==> src/rtl/riscv_ifu_prefetch.sv <==
// Instruction prefetch unit: issues sequential icache reads and queues responses for decode.
// Define RISCV_IFU_FAULT_EN to store icache_error_i per entry and flag faulted fetches.
`ifndef INST_FAULT
`define INST_FAULT 32'h0000_0000
`endif

module riscv_ifu_prefetch #(
    parameter int unsigned FIFO_DEPTH      = 4,
    parameter int unsigned MAX_OUTSTANDING = 2
) (
    input  logic        clk_i,
    input  logic        rst_ni,
    output logic        icache_rd_o,
    output logic [31:0] icache_pc_o,
    input  logic        icache_accept_i,
    input  logic        icache_valid_i,
    input  logic [31:0] icache_inst_i,
    input  logic        icache_error_i,
    output logic        icache_flush_o,
    input  logic        fetch_branch_i,
    input  logic [31:0] fetch_branch_pc_i,
    input  logic        fetch_invalidate_i,
    output logic        fetch_valid_o,
    output logic [31:0] fetch_instr_o,
    output logic [31:0] fetch_pc_o,
    output logic        fetch_fault_o,
    input  logic        fetch_accept_i
);
    localparam int unsigned PTR_W = (FIFO_DEPTH > 1) ? $clog2(FIFO_DEPTH) : 1;
    localparam int unsigned CNT_W = PTR_W + 1;

    logic             r_active;
    logic [31:0]      r_fetch_pc;
    logic [31:0]      r_resp_pc;
    logic [CNT_W-1:0] r_inflight;
    logic [CNT_W-1:0] r_drop;
    logic [CNT_W-1:0] r_count;
    logic [PTR_W-1:0] r_wr_ptr;
    logic [PTR_W-1:0] r_rd_ptr;
    logic [31:0]      r_mem_inst [FIFO_DEPTH];
    logic [31:0]      r_mem_pc   [FIFO_DEPTH];

    logic             w_req_acc;
    logic             w_resp;
    logic             w_push;
    logic             w_pop;
    logic [CNT_W:0]   w_occupancy;

    // Reads in flight already own a FIFO slot, so the queue can never overflow.
    assign w_occupancy = {1'b0, r_inflight} + {1'b0, r_count};
    assign icache_rd_o = r_active && !fetch_branch_i
                         && (r_inflight < CNT_W'(MAX_OUTSTANDING))
                         && (w_occupancy < (CNT_W + 1)'(FIFO_DEPTH));
    assign icache_pc_o    = r_fetch_pc;
    assign icache_flush_o = fetch_invalidate_i;

    assign w_req_acc = icache_rd_o && icache_accept_i;
    // Stray responses (e.g. reads abandoned by a reset) never touch the counters.
    assign w_resp    = icache_valid_i && r_active && (r_inflight != '0);
    assign w_push    = w_resp && !fetch_branch_i && (r_drop == '0);
    assign w_pop     = fetch_valid_o && fetch_accept_i;

    assign fetch_valid_o = (r_count != '0) && !fetch_branch_i;
    assign fetch_pc_o    = r_mem_pc[r_rd_ptr];

    always_ff @(posedge clk_i or negedge rst_ni) begin
        if (!rst_ni) begin
            r_active   <= 1'b0;
            r_fetch_pc <= 32'd0;
            r_resp_pc  <= 32'd0;
            r_inflight <= '0;
            r_drop     <= '0;
            r_count    <= '0;
            r_wr_ptr   <= '0;
            r_rd_ptr   <= '0;
        end else begin
            if (fetch_branch_i) begin
                r_active <= 1'b1;
            end

            if (fetch_branch_i) begin
                r_fetch_pc <= fetch_branch_pc_i;
            end else if (w_req_acc) begin
                r_fetch_pc <= r_fetch_pc + 32'd4;
            end

            if (w_req_acc && !w_resp) begin
                r_inflight <= r_inflight + CNT_W'(1);
            end else if (!w_req_acc && w_resp) begin
                r_inflight <= r_inflight - CNT_W'(1);
            end

            if (fetch_branch_i) begin
                r_drop <= r_inflight - CNT_W'(w_resp);
            end else if (w_resp && (r_drop != '0)) begin
                r_drop <= r_drop - CNT_W'(1);
            end

            if (fetch_branch_i) begin
                r_resp_pc <= fetch_branch_pc_i;
                r_count   <= '0;
                r_wr_ptr  <= '0;
                r_rd_ptr  <= '0;
            end else begin
                if (w_push) begin
                    r_resp_pc <= r_resp_pc + 32'd4;
                    r_wr_ptr  <= r_wr_ptr + PTR_W'(1);
                end
                if (w_pop) begin
                    r_rd_ptr <= r_rd_ptr + PTR_W'(1);
                end
                r_count <= r_count + CNT_W'(w_push) - CNT_W'(w_pop);
            end
        end
    end

    always_ff @(posedge clk_i) begin
        if (w_push) begin
            r_mem_inst[r_wr_ptr] <= icache_inst_i;
            r_mem_pc[r_wr_ptr]   <= r_resp_pc;
        end
    end

`ifdef RISCV_IFU_FAULT_EN
    logic r_mem_err [FIFO_DEPTH];

    always_ff @(posedge clk_i) begin
        if (w_push) begin
            r_mem_err[r_wr_ptr] <= icache_error_i;
        end
    end

    assign fetch_instr_o = r_mem_err[r_rd_ptr] ? `INST_FAULT : r_mem_inst[r_rd_ptr];
    assign fetch_fault_o = fetch_valid_o && r_mem_err[r_rd_ptr];
`else
    logic w_unused;

    assign w_unused      = icache_error_i;
    assign fetch_instr_o = r_mem_inst[r_rd_ptr];
    assign fetch_fault_o = 1'b0;
`endif

endmodule

==> config.mk <==
export PLATFORM = sky130hd
export DESIGN_NAME = riscv_ifu_prefetch
export DESIGN_NICKNAME = d
export VERILOG_FILES = /design/src/rtl/riscv_ifu_prefetch.sv
export SDC_FILE = /design/constraint.sdc
export NUM_CORES = 1
export LEC_CHECK = 0
export ABC_AREA = 1
export CAP_MARGIN = 15
export CORE_UTILIZATION = 35
export DETAILED_ROUTE_END_ITERATION = 10
export SETUP_SLACK_MARGIN = 0.2
export SYNTH_ARGS = -nofsm -noshare
export SYNTH_HDL_FRONTEND = slang
export SYNTH_SLANG_ARGS = --single-unit
==> constraint.sdc <==
create_clock -name clk_i -period 9.8 [get_ports clk_i]
set_input_delay 1.47 -clock clk_i [delete_from_list [all_inputs] [get_ports clk_i]]
set_output_delay 1.47 -clock clk_i [all_outputs]
set_load 0.05 [all_outputs]
# Yosys cells after proc, flatten, opt, wreduce, memory -nomap -nowiden
# Memories as Yosys holds them, arrays and structs flattened.
# Cells that the tools add are included.
# word_totals
regBits	78
latch_bits	0
ramBits	256
mem_bits_ro	0
inputBits	72
output_inout_bits	100
n_memories	2
# memory_table
memory	depth	width	read_ports	rd_ports_with_merged_regs	wr	line_no	rtl
r_mem_inst	4	32	1	0	1	40	logic [31:0] r_mem_inst [FIFO_DEPTH];
r_mem_pc	4	32	1	0	1	41	logic [31:0] r_mem_pc [FIFO_DEPTH];
# classes
add_sub_neg	11
multipliers	0
div_mod_pow	0
order_cmp	2
n_eq_ne	0
n_shift	0
muxes	15
n_bitwise	0
n_reduce_logical	25
# ops
operator	n
two-way mux 32 bit	4
adder 32 x 3 -> 32 bit, second input constant	2
two-way mux 3 bit	5
logical AND 1 bit	13
nonzero test 2 bit	5
nonzero test 3 bit	3
two-way mux 2 bit	4
subtractor 3 x 1 -> 3 bit	2
subtractor 3 x 1 -> 3 bit, second input constant	2
adder 2 x 1 -> 2 bit, second input constant	2
adder 3 x 3 -> 4 bit	1
less-than comparator 4 x 3 -> 1 bit, second input constant	1
adder 3 x 1 -> 3 bit	1
adder 3 x 1 -> 3 bit, second input constant	1
zero test 1 bit	3
zero test 3 bit	1
less-than comparator 3 x 2 -> 1 bit, second input constant	1
two-way mux 1 bit	2

# Depth between registers and ports, before layout
# Gate-level depths: netlist (run 1).
# depth
depth_word	9
depth_mapped	15
mapped_depth_nobuf	14

# Worst setup path after synthesis (run 1)
# Ideal clock, no wire load.
# synth_timing
path_type	input -> register
from	input fetch_branch_i
to	memory r_mem_inst[0][0], enable pin
setup_ns	0.486
arrival_ns	4.907
required_time_ns	9.314
slack_ns	4.407
cell_stages	7
n_path_buf	2
path_cell_list	buf_6 > nor2_4 > nand2_1 > nor2_4 > inv_1 > buf_4 > nor2_1
# synth_between
elab_chain_cells	5
# synth_rtl
element	line_no	rtl
start, declared	20	input logic fetch_branch_i,
zero test 1 bit	60	assign w_push = w_resp && !fetch_branch_i && (r_drop == '0);
logical AND 1 bit (2 in series)	60	
two-way mux 1 bit	118	if (w_push) begin
two-way mux 1 bit (implied by the code)	119	r_mem_inst[r_wr_ptr] <= icache_inst_i;
end, declared	40	
# No other way between the ends.

# Final worst setup path (run 1)
# layout_timing
from	register r_rd_ptr[0]
to	output fetch_pc_o[0]
# layout_between
elab_chain_cells	1
# layout_rtl
element	line_no	rtl
start, declared	39	logic [PTR_W-1:0] r_rd_ptr;
start signal, assigned	110	r_rd_ptr <= r_rd_ptr + PTR_W'(1);
memory read (4 x 32 bit)	-	
end, declared	25	output logic [31:0] fetch_pc_o,
# No other way between the ends.

==> results of run 1 <==
[metrics by stage]
stage          setup WS, ns    util  instances
2_1_floorplan         4.407       -       1436
3_3_place_gp          4.961  0.4102       2083
3_5_place_dp          4.931  0.4102       2083
4_1_cts               4.351  0.4399       2149
5_1_grt               4.154  0.4399       2149
6_report              4.432  0.4399       2149
[final timing paths]
path / endpoint / slack (ns) / cells past startpoint
max: fetch_pc_o[0] / 4.43 / 5
min: icache_pc_o[1]$_DFFE_PN0P_ / 0.48 / 2
max reg2reg: r_mem_pc[3][27]$_DFFE_PP_ / 6.47 / 9
min reg2reg: icache_pc_o[1]$_DFFE_PN0P_ / 0.48 / 2
max in group asynchronous: r_rd_ptr[0]$_DFFE_PN0P_ / 7.76 / 2
min in group asynchronous: icache_pc_o[16]$_DFFE_PN0P_ / 0.87 / 1
[flip-flops by register name, indices dropped and copies added (netlist names), 2 cells and up]
| name | flops |
|---|---|
| icache_pc_o | 32 |
| r_resp_pc | 32 |
| r_rd_ptr | 2 |
| r_count | 3 |
| r_mem_inst | 128 |
| r_inflight | 3 |
| r_drop | 3 |
| r_wr_ptr | 2 |
| r_mem_pc | 128 |
[metal layers]
metal | up-vias | wire, um | track usage
met1 | 5120 | 17720 | 0.2440
li1 | 5209 | - | -
met3 | 42 | 2053 | 0.02829
met5 | - | 0 | 0
met2 | 313 | 16600 | 0.2723
met4 | 0 | 601 | 0.04266
[critical path, stage by stage, from the launching register on]
cell	delay, ns
dfrtp_4	0.80
clkinv_2	0.79
buf_4	0.61
o21ai_0	0.24
o22ai_1	0.12
clkdlybuf4s50_1	0.72
[power by group]
group | leakage, nW | internal [W] | switching, W
combinational | 3.01 | 0.000439 | 0.000965
sequential | 3.26 | 0.00165 | 0.000154
clock | 0.605 | 0.000834 | 0.000552
[logic make-up after synthesis]
kind of cell,Yosys count,synth area share
flip-flops,334,0.6513
other,1,0.0002534
adder cells (fa/ha/maj),17,0.01539
AO/OA/AOI/OAI,228,0.08531
buffers and inverters,143,0.04092
AND/OR/NAND/NOR,687,0.1914
XOR/XNOR,26,0.01539
[placed cells by master (no fill, tap or decap), drive strengths merged, types with 4 or more instances in the layout]
master	Yosys	final
nand3	81	81
nand4	5	5
o22ai	64	64
buf	26	12
o211ai	7	7
nor2	236	236
clkdlybuf4s50	0	165
a21oi	6	6
nand2	343	343
ha	15	15
xor2	17	17
o21ai	144	144
dfrtp	78	78
clkbuf	36	45
edfxtp	256	256
clkinv	1	19
nand3b	14	14
bufinv	0	4
inv	80	79
xnor2	9	9
[layout make-up]
| cell class | instances | area, sq um |
|---|---|---|
| fillers | 3940 | 23130 |
| flip-flops and latches | 334 | 9644 |
| multi-input cells | 959 | 4584 |
| repair buffers | 177 | 1739 |
| clock buffers | 45 | 998.5 |
| well taps | 532 | 665.6 |
| inverters | 81 | 306.5 |
| clock inverters | 21 | 225.2 |
==> reports/results.tsv, run 1 <==
stage	metric	value	unit
layout	Layout area overhead	22.73	%
placement	GP Congestion	0.8634	
sta	Slew headroom	0.3192	
grt	global-route wire length before repair	57970	um
sta	Final Setup Violations	0	
logic_synthesis	Synthesized Nets	1525	
grt	largest net degree at the start of global routing	77	
clock_network	Worst-path clk slew	0.06	ns
power	peak supply drop	99.62	uV
logic_synthesis	Post-synth EDFFs	256	
sta	RSZ-0062 raised after global routing	false	
power	LEAKAGE	6.869	nW
setup_path	WS Path Type	reg2out	
logic_synthesis	prevailing post-synth register cell	edfxtp_1	
placement	DP Wirelength	22740	um
power	Total Power	0.004594	W
setup_path	worst-path fanout max	70	
logic_synthesis	post-synthesis cell count	1436	
floorplan	Core Box Area	41290	sq um
clock_network	H-tree depth	2	
routing	Residual DRC	0	
clock_network	post-CTS resize count	0	
floorplan	Top Ports	172	
sta	skew final	0.02109	ns
logic_synthesis	Mapped Area	14800	sq um
setup_path	startpoint types	flip-flop	
logic_synthesis	biggest area consumer among synthesized cells	edfxtp_1	
setup_path	CP Data Required Time	8.33	ns
routing	vias	10680	
sta	Sum Neg Setup Slack	0	ns
power	cell area power density	252.9	nW/um^2
sta	Highest Clock Rate	186.3	MHz
setup_path	crit path DAT	3.90	ns
sta	Final period util	0.5478	
clock_network	Max Buffers Root-to-Sink	3	
sta	Fin. Hold Viols	0	
sta	max-slew violations	0	
grt	vias in the first global route	10350	
routing	remaining antenna violation count	0	
min_path	HP Class	reg2reg	
logic_synthesis	register area share after synthesis	0.6513	
floorplan	Die ar.	43110	sq um
clock_network	Root Buffer	clkbuf_16	
logic_synthesis	Synth cell types	38	
placement	cell area after placement	16940	sq um
setup_path	crit end category	output pin	
logic_synthesis	Area contributors post-synth	edfxtp_1 52%, dfrtp_1 13%, nand2_1 8.6%	
routing	drt first pass iters	4	
layout	NumNets Final	1680	
floorplan	die height	207.6	um
clock_network	hold_buf cts	0	
logic_synthesis	synthesized flop and latch total	334	
layout	Antenna diodes	0	
sta	Worst Tran Pin Value	1.021	ns
grt	grt total ovfl	0	
sta	Tmin final	5.368	ns
sta	WHS	0.4780	ns
clock_network	post-CTS setup buffer count	0	
min_path	Hold Path Origin	icache_pc_o[1]$_DFFE_PN0P_	
run	max-cap viol count	0	
logic_synthesis	Synth top area share	0.5194	
clock_network	Worst-Skew Late Latency	0.53	ns
clock_network	Num CTS Buffers	38	
layout	fraction of layout instances using a drive strength above 1	0.05628	
routing	aggregate routed wire length	36980	um
logic_synthesis	Mean Syn Cell Area	10.31	sq um
routing	WL/cell	17.21	um
placement	PortBufs	167	
grt	All-Layer GR Usage	0.1713	
logic_synthesis	synth warn	0	
grt	initial antenna violation count	0	
setup_path	worst setup path startpoint	r_rd_ptr[0]$_DFFE_PN0P_	
floorplan	Initial Util	0.3584	
clock_network	CTS tree	built	
logic_synthesis	cell with the most instances after synthesis	nand2_1	
routing	starting DRC count in detailed routing	771	
logic_synthesis	Synth top cells by count	341 x nand2_1, 256 x edfxtp_1, 229 x nor2_1	
layout	Final Cell Area	18160	sq um
setup_path	worst r2r src	r_drop[0]$_DFFE_PN0P_	
logic_synthesis	asr flop ratio synth	0.2335	
outcome	outcome	complete, no violations	
floorplan	row cnt	74	
floorplan	Die Wd	207.6	um
clock_network	CTS sink cnt	334	
routing	vias per inst	4.972	
No activity file was read; power rests on OpenSTA's default activity.
==> run 2, diff against run 1 <==
==> constraint.sdc (replaced) <==
create_clock -name clk_i -period 4.65 [get_ports clk_i]
set_input_delay 0.6975 -clock clk_i [delete_from_list [all_inputs] [get_ports clk_i]]
set_output_delay 0.6975 -clock clk_i [all_outputs]
set_load 0.05 [all_outputs]
==> run 2 against run 1 <==
  * Combinational power up 120%
  * Clock power is 110% higher
  * Design area rose by 1.3%
  * Worst setup slack got worse by 3.7 ns
  * Non-clock buffer count grew 12
  * First-iteration DRC count grew 3.5%
  * Wire length grew 0.74%
  * Global-route usage is 0.22 points higher
  * Final cell count grew 0.65%
  * Sequential share of layout area is 0.69 points lower
  * Sequential cell count stayed put
  * Die area stayed put
==> reports/results.tsv, run 2 (synthesis gave the netlist of run 1 again) <==
stage	metric	value	unit	change
floorplan	Die Wd	207.6	um	unchanged
sta	Final Setup Violations	0		unchanged
clock_network	H-tree depth	2		unchanged
layout	commonest non-fill, non-tap cells in the layout	341 x nand2_1, 256 x edfxtp_1, 225 x nor2_1		
routing	remaining antenna violation count	0		unchanged
floorplan	Die ar.	43110	sq um	unchanged
setup_path	worst path cell trace	clkinv_2 -> buf_4 -> o21ai_0 -> o22ai_1 -> clkdlybuf4s50_1		
floorplan	Core Box Area	41290	sq um	unchanged
sta	max-slew violations	0		unchanged
power	Int Pwr	0.006124	W	+110%
power	cell area power density	527.2	nW/um^2	+110%
setup_path	CP Data Required Time	3.95	ns	-4.38 ns
clock_network	Worst-Skew Late Latency	0.53	ns	about the same
sta	Final period util	0.8425		
placement	Place WS	1.244	ns	-3.687 ns
sta	final setup margin	0.7324	ns	-3.699 ns
placement	cell area after placement	17180	sq um	+1.4%
power	Clk network pwr share	0.298		-0.004
routing	WL/cell	17.22	um	about the same
floorplan	Top Ports	172		unchanged
clock_network	Worst-path clk slew	0.06	ns	about the same
outcome	outcome	complete, no violations		
power	switch share	0.3688		+0.005044
setup_path	startpoint types	flip-flop		
setup_path	family with the most delay on the worst path	buffers and inverters		
routing	vias	10730		+0.47%
layout	largest registers	r_mem_inst (128), r_mem_pc (128)		
clock_network	post-CTS resize count	0		unchanged
sta	Highest Clock Rate	255.3	MHz	
grt	vias in the first global route	10590		+2.3%
routing	Residual DRC	0		unchanged
run	max-cap viol count	0		unchanged
sta	RSZ-0062 raised after global routing	false		
sta	Tmin final	3.918	ns	
grt	grt total ovfl	0		unchanged
clock_network	Max Buffers Root-to-Sink	3		unchanged
floorplan	Initial Util	0.3584		unchanged
placement	DP Wirelength	24100	um	+6.0%
sta	skew final	0.01321	ns	-0.007881 ns
clock_network	Root Buffer	clkbuf_16		
layout	commonest non-fill, non-tap cell in the layout	nand2_1		
power	sequential fraction of design power	0.390		-0.003
grt	largest net degree at the start of global routing	71		-7.8%
setup_path	Worst path max stage delay	0.86	ns	+0.06 ns
placement	PortBufs	167		unchanged
routing	drt first pass iters	5		+1
routing	starting DRC count in detailed routing	798		+3.5%
setup_path	CP max-delay cell	clkdlybuf4s50_1		
power	peak supply drop	286.2	uV	+190%
setup_path	crit end category	output pin		
grt	initial antenna violation count	0		unchanged
sta	Fin. Hold Viols	0		unchanged
setup_path	crit path DAT	3.22	ns	-0.68 ns
layout	Final Cell Area	18400	sq um	+1.3%
layout	Antenna diodes	0		unchanged
clock_network	Num CTS Buffers	38		unchanged
layout	Layout area overhead	24.34	%	
setup_path	worst-path fanout max	31		-56%
layout	# fillers	3862		-2.0%
power	NetSw	0.003578	W	+110%
layout	fraction of layout instances using a drive strength above 1	0.06193		+0.005648
power	LEAKAGE	6.941	nW	+1.0%
sta	Slew headroom	0.4643		+0.1451
min_path	HP Class	in2async		
floorplan	row cnt	74		unchanged
clock_network	hold_buf cts	0		unchanged
floorplan	die height	207.6	um	unchanged
routing	vias per inst	4.963		-0.18%
grt	global-route wire length before repair	58710	um	+1.3%
routing	aggregate routed wire length	37250	um	+0.74%
placement	GP Congestion	0.9372		+8.5%
power	Comb power frac	0.312		+0.006
setup_path	worst path buffer plus inverter count	3		unchanged
layout	NumNets Final	1692		+0.71%
clock_network	post-CTS setup buffer count	0		unchanged
sta	Worst Tran Pin Value	0.8024	ns	-0.2188 ns
sta	Sum Neg Setup Slack	0	ns	unchanged
clock_network	CTS tree	built		
setup_path	WS Path Type	reg2out		
clock_network	CTS sink cnt	334		unchanged
grt	All-Layer GR Usage	0.1734		+0.002186
-- run 2: cell types whose count changed in the layout (fill, tap and decap cells not counted) --
cell        previous run  this run
buf_12                 0        12
clkinv_2              11         5
clkinvlp_4             0         5
clkbuf_1               6         8
clkinv_1               5         7
bufinv_16              4         3
clkbuf_16             39        38
clkinv_16              0         1
clkinv_4               1         0
inv_6                  0         1
-- run 2: path summary, 6_finish.rpt --
kind                                             from                          end  slack [ns]  cells past startpoint
min in group clk_i         icache_pc_o[0]$_DFFE_PN0P_   icache_pc_o[0]$_DFFE_PN0P_        0.48                      2
min                                            rst_ni  icache_pc_o[17]$_DFFE_PN0P_        0.24                      1
max                           r_rd_ptr[0]$_DFFE_PN0P_               fetch_pc_o[27]        0.73                      5
max reg2reg                     r_drop[0]$_DFFE_PN0P_         r_count[2]$_DFF_PN0_        1.68                     15
max in group asynchronous                      rst_ni    r_resp_pc[20]$_DFFE_PN0N_        3.55                      2
min reg2reg                icache_pc_o[0]$_DFFE_PN0P_   icache_pc_o[0]$_DFFE_PN0P_        0.48                      2
-- run 2: power groups by stage --
stage	sequential, W	clock [W]	combinational [W]
4_1_cts	0.00377	0.00296	0.00306
3_5_place_dp	0.00383	0	0.00305
5_1_grt	0.00381	0.00308	0.00326
6_report	0.00378	0.00289	0.00303
3_3_place_gp	0.00382	0	0.00302
2_1_floorplan	0.00387	0	0.00193
-- run 2: area by class of cell --
cell class              count  area (sq um)  area share
inverters                  81         306.5     0.01666
well taps                 532         665.6     0.03617
clock buffers              46         980.9     0.05331
repair buffers            189          1979      0.1076
clock inverters            22         240.2     0.01305
flip-flops and latches    334          9644      0.5241
multi-input cells         959          4584      0.2491
-- run 2: routing by layer --
metal,up-vias,GRT usage,routed length (um)
met5,-,0,0
met4,0,0.04393,794
met3,61,0.02663,2168
met2,330,0.2847,17350
met1,5094,0.2405,16930
li1,5249,-,-
-- run 2: per-stage QoR --
stage,hold slack (ns),instances,total power [W],util
after floorplan,0.4019,1436,0.005804,-
after global placement,0.4661,2095,0.006848,0.4160
after detailed placement,0.4719,2095,0.006885,0.4160
after CTS,0.2603,2163,0.009797,0.4456
after global routing,0.3013,2163,0.01016,0.4456
final,0.2422,2163,0.009702,0.4456
==> run 3, diff against run 2 <==
==> constraint.sdc (replaced) <==
create_clock -name clk_i -period 3.8 [get_ports clk_i]
set_input_delay 0.57 -clock clk_i [delete_from_list [all_inputs] [get_ports clk_i]]
set_output_delay 0.57 -clock clk_i [all_outputs]
set_load 0.05 [all_outputs]
==> run 3 against run 2 <==
  * Critical path depth down 1
  * Utilization down 0.38 points
  * Sequential cell count unchanged
  * Via count grew 1.2%
  * Worst setup slack lost 0.31 ns
  * Clock power is 22% higher
  * Register-to-register slack got worse by 0.73 ns
  * Worst hold slack got worse by 0.068 ns
  * Final cell count barely moved
  * Combinational power increased by 22%
  * Critical path type unchanged
==> reports/results.tsv, run 3 (synthesis gave the netlist of run 1 again) <==
stage	metric	value	unit	change
floorplan	Top Ports	172		unchanged
sta	Sum Neg Setup Slack	0	ns	unchanged
outcome	outcome	complete, no violations		
min_path	HP Class	in2async		
placement	DP Wirelength	24000	um	-0.44%
floorplan	Die ar.	43110	sq um	unchanged
setup_path	startpoint types	flip-flop		
clock_network	CTS tree	built		
grt	initial antenna violation count	0		unchanged
layout	Core Util, Final	0.4418		-0.003818
floorplan	Core Box Area	41290	sq um	unchanged
sta	skew final	0.01717	ns	+0.003961 ns
sta	Tmin final	3.380	ns	
grt	grt total ovfl	0		unchanged
layout	NumNets Final	1691		-0.059%
setup_path	worst setup path startpoint	r_rd_ptr[0]$_DFFE_PN0P_		
floorplan	die height	207.6	um	unchanged
sta	Fin. Hold Viols	0		unchanged
routing	WL/cell	17.38	um	+0.93%
clock_network	Max Buffers Root-to-Sink	3		unchanged
clock_network	Worst-Skew Late Latency	0.53	ns	about the same
setup_path	family with the most delay on the worst path	buffers and inverters		
sta	Final Setup Violations	0		unchanged
grt	global-route wire length before repair	58710	um	unchanged
layout	commonest non-fill, non-tap cells in the layout	341 x nand2_1, 256 x edfxtp_1, 225 x nor2_1		
routing	aggregate routed wire length	37560	um	+0.83%
grt	largest net degree at the start of global routing	74		+4.2%
grt	vias in the first global route	10280		-2.9%
floorplan	Die Wd	207.6	um	unchanged
routing	Residual DRC	0		unchanged
power	cell area power density	646.8	nW/um^2	+23%
grt	All-Layer GR Usage	0.1736		about the same
setup_path	r2r setup slk	0.95	ns	-0.73 ns
layout	# fillers	3893		+0.80%
layout	Cell Count, Final, Fillers Out	2161		-0.092%
setup_path	crit path DAT	2.81	ns	-0.41 ns
power	peak supply drop	276.5	uV	-3.4%
setup_path	worst r2r src	r_inflight[2]$_DFFE_PN0P_		
setup_path	WS Path Type	reg2out		
clock_network	Root Buffer	clkbuf_16		
setup_path	CP Data Required Time	3.23	ns	-0.72 ns
sta	Slew headroom	0.3873		-0.07700
setup_path	crit end category	output pin		
routing	vias	10860		+1.2%
sta	Highest Clock Rate	295.9	MHz	
setup_path	Reg2Reg Depth	11		-4
sta	Final period util	0.8895		
layout	Antenna diodes	0		unchanged
clock_network	hold_buf cts	0		unchanged
setup_path	worst path cell trace	buf_4 -> o21ai_0 -> o22ai_1 -> clkdlybuf4s50_1		
power	Total Power	0.01180	W	+22%
setup_path	Worst path max stage delay	0.86	ns	about the same
layout	fraction of layout instances using a drive strength above 1	0.08287		+0.02095
clock_network	CTS sink cnt	334		unchanged
floorplan	row cnt	74		unchanged
layout	largest registers	r_mem_inst (128), r_mem_pc (128)		
placement	Inst Count DP	2095		unchanged
placement	PortBufs	167		unchanged
routing	vias per inst	5.027		+1.3%
setup_path	CP max-delay cell	clkdlybuf4s50_1		
placement	GP Congestion	0.8686		-7.3%
routing	drt first pass iters	6		+1
routing	starting DRC count in detailed routing	781		-2.1%
run	max-cap viol count	0		unchanged
routing	remaining antenna violation count	0		unchanged
sta	RSZ-0062 raised after global routing	false		
power	LEAKAGE	6.958	nW	+0.24%
layout	Layout area overhead	23.27	%	
sta	max-slew violations	0		unchanged
clock_network	Worst-path clk slew	0.06	ns	about the same
clock_network	H-tree depth	2		unchanged
sta	Worst Tran Pin Value	0.9191	ns	+0.1167 ns
sta	WHS	0.1742	ns	-0.06797 ns
setup_path	worst-path fanout max	73		+140%
layout	commonest non-fill, non-tap cell in the layout	nand2_1		
clock_network	post-CTS setup buffer count	0		unchanged
setup_path	worst path buffer plus inverter count	2		-1
floorplan	Initial Util	0.3584		unchanged
setup_path	worst r2r dst	r_inflight[2]$_DFFE_PN0P_		
clock_network	Num CTS Buffers	37		-2.6%
## run 3: layout make-up
class,instances,area (sq um),share of cell area
inverter,81,306.5,0.01680
clock inverter,18,196.4,0.01077
multi-input combinational,959,4584,0.2513
clock buffer,48,998.5,0.05473
sequential,334,9644,0.5286
tap,532,665.6,0.03649
timing repair buffer,189,1848,0.1013
## run 3: where the power goes
part	internal [W]	switching, W
clock network	0.00208	0.00144
logic	0.00112	0.00258
registers	0.00425	0.000334
total	0.00745	0.00435
## run 3: how the worst max path moves through the flow
stage / endpoint / cells past startpoint / slack (ns)
floorplan: r_mem_inst[0][0]$_DFFE_PP_ / 7 / -0.69
global placement: fetch_pc_o[20] / 5 / 0.83
detailed placement: fetch_pc_o[20] / 5 / 0.80
CTS: fetch_pc_o[20] / 5 / 0.23
global route: fetch_instr_o[17] / 5 / 0.22
finish: fetch_instr_o[5] / 4 / 0.42
## run 3: per-stage QoR
step / worst slack [ns] / cell area (sq um)
2_1_floorplan: -0.6933 / 14800
4_1_cts: 0.2347 / 18240
6_report: 0.4200 / 18240
3_3_place_gp: 0.8260 / 17050
5_1_grt: 0.2179 / 18240
3_5_place_dp: 0.8048 / 17050
## run 3: what timing repair did
action / CTS / global route
gates resized for setup: 0 / 1
hold endpoints to repair: 0 / 0
setup endpoints to repair: 0 / 9
## run 3: routing by layer
metal  global-route usage  vias to the layer above  share of wire
li1                     -                     5238              -
met1               0.2513                     5247           0.46
met2               0.2739                      329           0.46
met3              0.02511                       49          0.057
met4              0.04317                        0          0.017
met5                    0                        -              0
